$ cat config.mk
export PLATFORM = sky130hd
export DESIGN_NAME = rv_mul_pipeline_flat
export DESIGN_NICKNAME = d
export VERILOG_FILES = /design/src/rtl/rv_mul_pipeline_pkg.sv /design/src/rtl/rv_mul_pipeline_if.sv /design/src/rtl/rv_mul_pipe_reg.sv /design/src/rtl/rv_mul_pipeline.sv /design/src/flat_wrapper.sv
export SDC_FILE = /design/constraint.sdc
export NUM_CORES = 2
export LEC_CHECK = 0
export CORE_MARGIN = 2
export CORE_UTILIZATION = 40
export DETAILED_ROUTE_END_ITERATION = 7
export GPL_TIMING_DRIVEN = 0
export PLACE_DENSITY_LB_ADDON = 0.1
export SLEW_MARGIN = 10
export SYNTH_ARGS = -nofsm -noshare
export SYNTH_HDL_FRONTEND = slang
export SYNTH_SLANG_ARGS = --single-unit
$ cat constraint.sdc
create_clock -name clk_i -period 2.1 [get_ports clk_i]
set_clock_uncertainty 0.15 [all_clocks]
set_input_delay 0.42 -clock clk_i [delete_from_list [all_inputs] [get_ports clk_i]]
set_output_delay 0.42 -clock clk_i [all_outputs]
set_load 0.1 [all_outputs]
$ cat src/rtl/rv_mul_pipeline_pkg.sv
// Shared function codes and operand-decode helper for the pipelined RV32M/RV64M multiplier.
package rv_mul_pipeline_pkg;

  localparam logic [2:0] FUNC_MUL    = 3'b000;
  localparam logic [2:0] FUNC_MULH   = 3'b001;
  localparam logic [2:0] FUNC_MULHSU = 3'b010;
  localparam logic [2:0] FUNC_MULHU  = 3'b011;

  typedef struct packed {
    logic sign_a;
    logic sign_b;
    logic low_word;
  } mul_dec_t;

  // Codes 1xx match none of the signed cases and so fall through to MULHU behaviour.
  function automatic mul_dec_t mul_decode(input logic [2:0] fun);
    mul_dec_t dec;
    dec.sign_a   = (fun == FUNC_MUL) || (fun == FUNC_MULH) || (fun == FUNC_MULHSU);
    dec.sign_b   = (fun == FUNC_MUL) || (fun == FUNC_MULH);
    dec.low_word = (fun == FUNC_MUL);
    return dec;
  endfunction

endpackage

$ cat src/rtl/rv_mul_pipeline_if.sv
// Issue/result bundle between the execute-stage controller and the multiplier.
interface rv_mul_pipeline_if #(
  parameter int g_width = 32
);
  logic               x_stall_i;
  logic               x_kill_i;
  logic               d_valid_i;
  logic               d_is_mul_i;
  logic [2:0]         d_fun_i;
  logic [g_width-1:0] d_rs1_i;
  logic [g_width-1:0] d_rs2_i;
  logic [g_width-1:0] x_rd_o;
  logic               x_valid_o;
  logic               x_stall_req_o;

  modport master (
    output x_stall_i, x_kill_i, d_valid_i, d_is_mul_i, d_fun_i, d_rs1_i, d_rs2_i,
    input  x_rd_o, x_valid_o, x_stall_req_o
  );

  modport slave (
    input  x_stall_i, x_kill_i, d_valid_i, d_is_mul_i, d_fun_i, d_rs1_i, d_rs2_i,
    output x_rd_o, x_valid_o, x_stall_req_o
  );
endinterface

$ cat src/rtl/rv_mul_pipe_reg.sv
// One pipeline stage: data plus valid, holding on stall and dropping valid on kill.
module rv_mul_pipe_reg #(
  parameter int g_w        = 8,
  parameter bit g_rst_data = 1'b0
) (
  input  logic           clk,
  input  logic           rst,
  input  logic           stall,
  input  logic           kill,
  input  logic           vld_in,
  input  logic [g_w-1:0] d,
  output logic           vld,
  output logic [g_w-1:0] q
);

  logic load;

  // Data only moves with a live, unkilled operation so q keeps the last result.
  assign load = vld_in & ~stall & ~kill;

  always_ff @(posedge clk or posedge rst) begin
    if (rst) begin
      vld <= 1'b0;
    end else if (kill) begin
      vld <= 1'b0;
    end else if (!stall) begin
      vld <= vld_in;
    end
  end

  generate
    if (g_rst_data) begin : g_rst
      always_ff @(posedge clk or posedge rst) begin
        if (rst) begin
          q <= '0;
        end else if (load) begin
          q <= d;
        end
      end
    end else begin : g_norst
      always_ff @(posedge clk) begin
        if (load) begin
          q <= d;
        end
      end
    end
  endgenerate

endmodule

$ cat src/rtl/rv_mul_pipeline.sv
// Fully pipelined MUL/MULH/MULHSU/MULHU unit with stall hold, kill flush and stall request.
module rv_mul_pipeline #(
  parameter int g_width   = 32,
  parameter int g_latency = 2
) (
  input  logic                clk_i,
  input  logic                rst_i,
  rv_mul_pipeline_if.slave    bus
);
  import rv_mul_pipeline_pkg::*;

  localparam int PW = 2 * g_width + 1;

  mul_dec_t                      dec;
  logic signed [2*g_width-1:0]   a_wide;
  logic signed [2*g_width-1:0]   b_wide;
  logic signed [2*g_width-1:0]   prod;
  logic                          accept;
  logic [PW-1:0]                 data_p [g_latency];
  logic                          vld_p  [g_latency];
  logic [g_width-1:0]            result;
  logic                          stall_req;

  // Extending to 2*g_width and multiplying modulo 2^(2*g_width) equals the
  // (g_width+1)-bit signed product truncated to 2*g_width bits.
  function automatic logic signed [2*g_width-1:0] extend(input logic [g_width-1:0] v,
                                                         input logic sgn);
    return $signed({{g_width{sgn & v[g_width-1]}}, v});
  endfunction

  always_comb begin
    dec    = mul_decode(bus.d_fun_i);
    a_wide = extend(bus.d_rs1_i, dec.sign_a);
    b_wide = extend(bus.d_rs2_i, dec.sign_b);
    prod   = a_wide * b_wide;
  end

  assign accept    = bus.d_valid_i & bus.d_is_mul_i & ~bus.x_stall_i & ~bus.x_kill_i;
  assign data_p[0] = {dec.low_word, prod};
  assign vld_p[0]  = accept;

  // Stage 0 captures the product; later stages are pure delay.
  genvar i;
  generate
    for (i = 0; i < g_latency - 1; i++) begin : g_stage
      rv_mul_pipe_reg #(.g_w(PW), .g_rst_data(1'b0)) u_reg (
        .clk    (clk_i),
        .rst    (rst_i),
        .stall  (bus.x_stall_i),
        .kill   (bus.x_kill_i),
        .vld_in (vld_p[i]),
        .d      (data_p[i]),
        .vld    (vld_p[i+1]),
        .q      (data_p[i+1])
      );
    end
  endgenerate

  // Output register: word select travels with the op so it always matches its product.
  assign result = data_p[g_latency-1][PW-1] ? data_p[g_latency-1][g_width-1:0]
                                            : data_p[g_latency-1][2*g_width-1:g_width];

  rv_mul_pipe_reg #(.g_w(g_width), .g_rst_data(1'b1)) u_out (
    .clk    (clk_i),
    .rst    (rst_i),
    .stall  (bus.x_stall_i),
    .kill   (bus.x_kill_i),
    .vld_in (vld_p[g_latency-1]),
    .d      (result),
    .vld    (bus.x_valid_o),
    .q      (bus.x_rd_o)
  );

  always_comb begin
    stall_req = 1'b0;
    for (int k = 1; k < g_latency; k++) begin
      stall_req = stall_req | vld_p[k];
    end
  end

  assign bus.x_stall_req_o = stall_req;

endmodule

$ cat src/flat_wrapper.sv
// flat-port wrapper written by rule: the top's interface ports become plain ports
module rv_mul_pipeline_flat import rv_mul_pipeline_pkg::*;
#(
  parameter int g_width   = 32,
  parameter int g_latency = 2
)
  (clk_i, rst_i, bus_x_stall_i, bus_x_kill_i, bus_d_valid_i, bus_d_is_mul_i, bus_d_fun_i, bus_d_rs1_i, bus_d_rs2_i, bus_x_rd_o, bus_x_valid_o, bus_x_stall_req_o);
  rv_mul_pipeline_if #(.g_width(g_width)) bus_i ();
  input  logic clk_i;
  input  logic rst_i;
  input wire logic [$bits(bus_i.x_stall_i)-1:0] bus_x_stall_i;
  input wire logic [$bits(bus_i.x_kill_i)-1:0] bus_x_kill_i;
  input wire logic [$bits(bus_i.d_valid_i)-1:0] bus_d_valid_i;
  input wire logic [$bits(bus_i.d_is_mul_i)-1:0] bus_d_is_mul_i;
  input wire logic [$bits(bus_i.d_fun_i)-1:0] bus_d_fun_i;
  input wire logic [$bits(bus_i.d_rs1_i)-1:0] bus_d_rs1_i;
  input wire logic [$bits(bus_i.d_rs2_i)-1:0] bus_d_rs2_i;
  output wire logic [$bits(bus_i.x_rd_o)-1:0] bus_x_rd_o;
  output wire logic [$bits(bus_i.x_valid_o)-1:0] bus_x_valid_o;
  output wire logic [$bits(bus_i.x_stall_req_o)-1:0] bus_x_stall_req_o;
  assign bus_i.x_stall_i = bus_x_stall_i;
  assign bus_i.x_kill_i = bus_x_kill_i;
  assign bus_i.d_valid_i = bus_d_valid_i;
  assign bus_i.d_is_mul_i = bus_d_is_mul_i;
  assign bus_i.d_fun_i = bus_d_fun_i;
  assign bus_i.d_rs1_i = bus_d_rs1_i;
  assign bus_i.d_rs2_i = bus_d_rs2_i;
  assign bus_x_rd_o = bus_i.x_rd_o;
  assign bus_x_valid_o = bus_i.x_valid_o;
  assign bus_x_stall_req_o = bus_i.x_stall_req_o;
  rv_mul_pipeline #(.g_width(g_width), .g_latency(g_latency)) u_core (.clk_i(clk_i), .rst_i(rst_i), .bus(bus_i));
endmodule
# Word level (Yosys, flattened, before mapping)
# Index checks and enable logic that the tools add are counted.
# W data, S select, Z words.
[word_totals] ff_bits=99 inputBits=73 elab_cells=27
[op_classes] multipliers=1 eq_ne=3 n_mux=5 bitwise=11 n_reduce_logical=3
[op_table] cell="$mul A33 B33 Y64" count=1
[op_table] cell="$mux W32" count=1
[op_table] cell="$and A1 B1 Y1" count=9
[op_table] cell="$mux W1" count=4
[op_table] cell="$eq A3 B1 Y1 const B" count=1
[op_table] cell="$eq A3 B2 Y1 const B" count=1
[op_table] cell="$logic_not A3 Y1" count=1
[op_table] cell="$logic_or A1 B1 Y1" count=2
[op_table] cell="$ne A2 B1 Y1 const B" count=1
[op_table] cell="$not A1 Y1" count=2

# Logic depth before layout (Yosys ltp)
[logic_depth] ltp_word=5 mapped_depth=31

# By module
# Synthesis repeated with hierarchy kept, for this count alone.
[hier_totals] hier_cells=4441 area_unflattened_um2=41770.1
[modules_own_cells] mod="rv_mul_pipeline" n_inst=1 cells_each=4298 area_per_inst_um2=38503.2 seq_area_each_um2=0.0
[modules_own_cells] mod="rv_mul_pipe_reg at u_core.g_stage[0].u_reg" n_inst=1 cells_each=71 area_per_inst_um2=2010.7 seq_area_each_um2=1976.9
[modules_own_cells] mod="rv_mul_pipe_reg at u_core.u_out" n_inst=1 cells_each=72 area_per_inst_um2=1256.2 seq_area_each_um2=825.8

# Worst setup path after synthesis
# Ideal clock, no wire load.
[synth_path] path_type="input -> register" startpoint="input port bus_d_fun_i[1]" endpoint="register u_core.g_stage[0].u_reg.q[63] (data pin)" setup_time_ns=0.266 t_arrival_ns=8.114 required_time_ns=1.684 path_slack_ns=-6.431 path_stages=27 n_path_buf=2 cell_sequence="a211oi_1 -> clkbuf_1 -> nand2_1 -> inv_1 -> fa_1 -> fa_1 -> fa_1 -> inv_1 -> fa_1 -> inv_1 -> fa_1 -> fa_1 -> fa_1 -> inv_1 -> fa_1 -> inv_1 -> ha_1 -> clkbuf_1 -> nand2_1 -> nor4_1 -> nand4_1 -> nor2_1 -> o2bb2ai_1 -> o21ai_1 -> o21ai_0 -> mux2i_1 -> nand4_1"
[synth_lines] element="start, declared" line="flat_wrapper.sv:15" text="input wire logic [$bits(bus_i.d_fun_i)-1:0] bus_d_fun_i;"
[synth_lines] element="end signal, assigned" line="rv_mul_pipe_reg.sv:43" text="q <= d;"
[synth_lines] element="end, declared" line="rv_mul_pipe_reg.sv:13" text="output logic [g_w-1:0] q"

==> results.sh <==
export IMPL_clock_latency_ns=0.34
export IMPL_critPathTopFamily="adder cells"
export IMPL_dieWidth_um=326
export IMPL_first_global_vias=34740
export IMPL_dieArea_mm2=0.106
export IMPL_ys_ff_latch=99
export IMPL_avgRoutedWirePerCell_um=25.8
export IMPL_cts_tree="done"
export IMPL_grt_ovfl_total=0
export IMPL_nets=6130
export IMPL_cp_start_kind="primary input"
export IMPL_hold_buffers=0
export IMPL_synth_edf_count=65
export IMPL_hold_viol_final=0
export IMPL_violations="setup timing"
export IMPL_cp_required_ns=2.15
export IMPL_num_vias=31779
export IMPL_drive_gt1_share_pct=17.9
export IMPL_grt_pass1_wl_um=232000
export IMPL_worstHoldPathCells=2
export IMPL_fmax_mhz=119
export IMPL_viasPerCell=5.20
export IMPL_fill_cells=9856
export IMPL_rsz0062_at_grt="true"
export IMPL_grt_usage_pct=30.4
export IMPL_dp_hpwl_um=132000
export IMPL_drv_slew=0
export IMPL_reg2reg_depth=4
export IMPL_synthArstFlopShare_pct=34.3
export IMPL_hold_class="in -> reg"
export IMPL_worstSetupPathType="in -> reg"
export IMPL_status="complete, but fails checks"
export IMPL_maxCapViolCount=0
export IMPL_multi_input_area_mm2=0.0355
export IMPL_antenna_found_initial=15
export IMPL_drc=0
export IMPL_cts_root_buf="clkbuf_16"
export IMPL_cpPeakStageDelay_ns=0.61
export IMPL_clkSinkCount=99
export IMPL_grt_start_max_net_pins=35
export IMPL_first_iter_violations=2430
export IMPL_port_buffers=100
export IMPL_syn_inst=4459
export IMPL_path_clk_slew_ns=0.07
export IMPL_fin_crit_sh_pct=400
export IMPL_register_area_mm2=0.00280
export IMPL_start_util_pct=40.2
export IMPL_fin_ws_ns=-6.30
export IMPL_crit_buf_inv=16
export IMPL_area_delta_synth_final_pct=22.4
export IMPL_ys_types=63
export IMPL_worstMarginPinSlew_ns=0.961
export IMPL_gp_congestion=0.976
export IMPL_critical_path_depth=31
export IMPL_row_count=118
export IMPL_cp_slowest_cell="fa_2"
export IMPL_post_synth_cell_area_avg_um2=9.30
export IMPL_drt_antenna_violating_nets=0
export IMPL_drt_pass1_iter_count=6
export IMPL_cts_buffers=9
export IMPL_endpoint_kind="flip-flop"
export IMPL_slew_headroom_pct=35.8
export IMPL_wl_um=158000
export IMPL_io_pins=107
export IMPL_crit_arrival_ns=8.45
export IMPL_cpMostUsedCell="buf_6"
export IMPL_yosysWarnings=0
export IMPL_setup_viol=62
export IMPL_cts_buffer_depth=2
export IMPL_core_mm2=0.103
export IMPL_syn_nets=5869
export IMPL_min_period_ns=8.40
export IMPL_final_util_pct=49.2
export IMPL_cts_htree_levels=3
export IMPL_dominantRegCellSynth="edfxtp_1"
export IMPL_syn_area_mm2=0.0415
export IMPL_cp_max_fo=8
export IMPL_ys_seq_area_share_pct=6.76
export IMPL_die_y_um=326
## final cells by class
class	count	share of cell area (%)
antenna	9	0.0444
buffer	222	6.71
clock buffer	10	0.471
clock inverter	6	0.108
inverter	1177	8.78
multi-input combinational	2954	69.9
sequential	99	5.52
tap	1380	3.40
timing repair buffer	257	5.04
## path summary, 6_finish.rpt
kind / start / endpoint / slack, ns
max: bus_d_fun_i[1] / u_core.g_stage[0].u_reg.q[55] / -6.30
min in group asynchronous: rst_i / u_core.u_out.q[8] / 0.38
max in group asynchronous: rst_i / u_core.g_stage[0].u_reg.vld / 0.91
min: bus_x_kill_i / u_core.u_out.vld / 0.22
min reg2reg: u_core.u_out.q[20] / u_core.u_out.q[20] / 0.37
max reg2reg: u_core.g_stage[0].u_reg.q[64] / u_core.u_out.q[10] / 0.23
## layer usage
| layer | GRT usage (%) | routed length (µm) |
|---|---|---|
| met5 | 0 | 14 |
| met3 | 5.32 | 12400 |
| met1 | 39.8 | 63100 |
| met2 | 49.9 | 73500 |
| met4 | 13.1 | 8800 |
## placed cells by master, fill, tap and decap left out, drive strengths merged, types with 6 or more instances in the layout
| cell | instances |
|---|---|
| o21ai | 43 |
| dlymetal6s2s | 6 |
| fa | 1125 |
| nand4 | 11 |
| mux2i | 34 |
| diode | 9 |
| nand2 | 821 |
| a221oi | 6 |
| nor3 | 7 |
| a211oi | 9 |
| xor2 | 21 |
| nor2b | 10 |
| a21oi | 99 |
| xnor2 | 54 |
| inv | 1175 |
| ha | 212 |
| nor2 | 87 |
| and2 | 281 |
| dfrtp | 34 |
| or2 | 10 |
| a21o | 30 |
| and3 | 8 |
| o21a | 10 |
| buf | 230 |
| o21bai | 8 |
| clkbuf | 213 |
| clkdlybuf4s15 | 38 |
| nand3 | 15 |
| edfxtp | 65 |
## synthesized netlist by cell type, drive strengths merged (7+ instances only)
cell | n | area, µm²
inv | 1177 | 4420
fa | 1125 | 22500
nand2 | 821 | 3080
and2 | 281 | 1760
clkbuf | 223 | 840
ha | 212 | 2650
a21oi | 99 | 514
nor2 | 87 | 327
edfxtp | 65 | 1950
xnor2 | 54 | 473
o21ai | 43 | 215
dfrtp | 34 | 851
mux2i | 34 | 340
a21o | 30 | 225
xor2 | 21 | 184
nand3 | 15 | 80.1
nand4 | 11 | 68.8
nor2b | 10 | 62.6
o21a | 10 | 75.1
or2 | 10 | 62.6
a211oi | 9 | 85.1
and3 | 8 | 50.1
o21bai | 8 | 60.1
nor3 | 7 | 40.0
## worst register-to-register path, delay by kind of cell, from the launching register on
kind,cells,cell delay (ns)
DFF,1,0.32
buffers and inverters,2,0.87
AOI/OAI and AO/OA,1,0.09
muxes,1,0.33
## repair_timing
item,in CTS,in global routing
cloned,0,1
setup endpoints to repair,174,152
setup buffers,108,48
pin swaps,112,112
resized for setup,1083,188
## metrics by stage
| stage | std cells | cell area (µm²) | TNS [ns] | setup WS, ns | hold WS (ns) |
|---|---|---|---|---|---|
| detailed placement | 5943 | 45600 | -426.42 | -8.24 | 0.366 |
| finish | 6114 | 50800 | -285.07 | -6.30 | 0.217 |
| global placement | 5939 | 45500 | -519.77 | -8.26 | 0.364 |
| global route | 6109 | 50700 | -295.10 | -6.55 | 0.239 |
| CTS | 6060 | 49700 | -291.39 | -6.36 | 0.383 |
| floorplan | 4459 | 42800 | -294.74 | -5.81 | 0.336 |
## flip-flops by register name, summed over array words and instances (netlist names)
name and count:
u_core.g_stage.u_reg.vld 1, u_core.u_out.vld 1, u_core.g_stage.u_reg.q 65, u_core.u_out.q 32
## cells by family (layout without fill, tap and decap cells)
family                     count (synthesis)  count (layout)  share of synthesized area (%)
other                                      0               9                              0
AOI/OAI and AO/OA                        236             236                           3.62
DFF                                       99              99                           6.76
buffers and inverters                   1406            1672                           12.7
adders and majority gates               1337            1337                           60.7
and+or+nand+nor                         1272            1272                           13.7
muxes                                     34              34                          0.821
xor gates and xnor gates                  75              75                           1.58
Power is left out: the tool's default activity adds up to more than one toggle a clock period on the data nets, which glitch-free logic cannot reach.
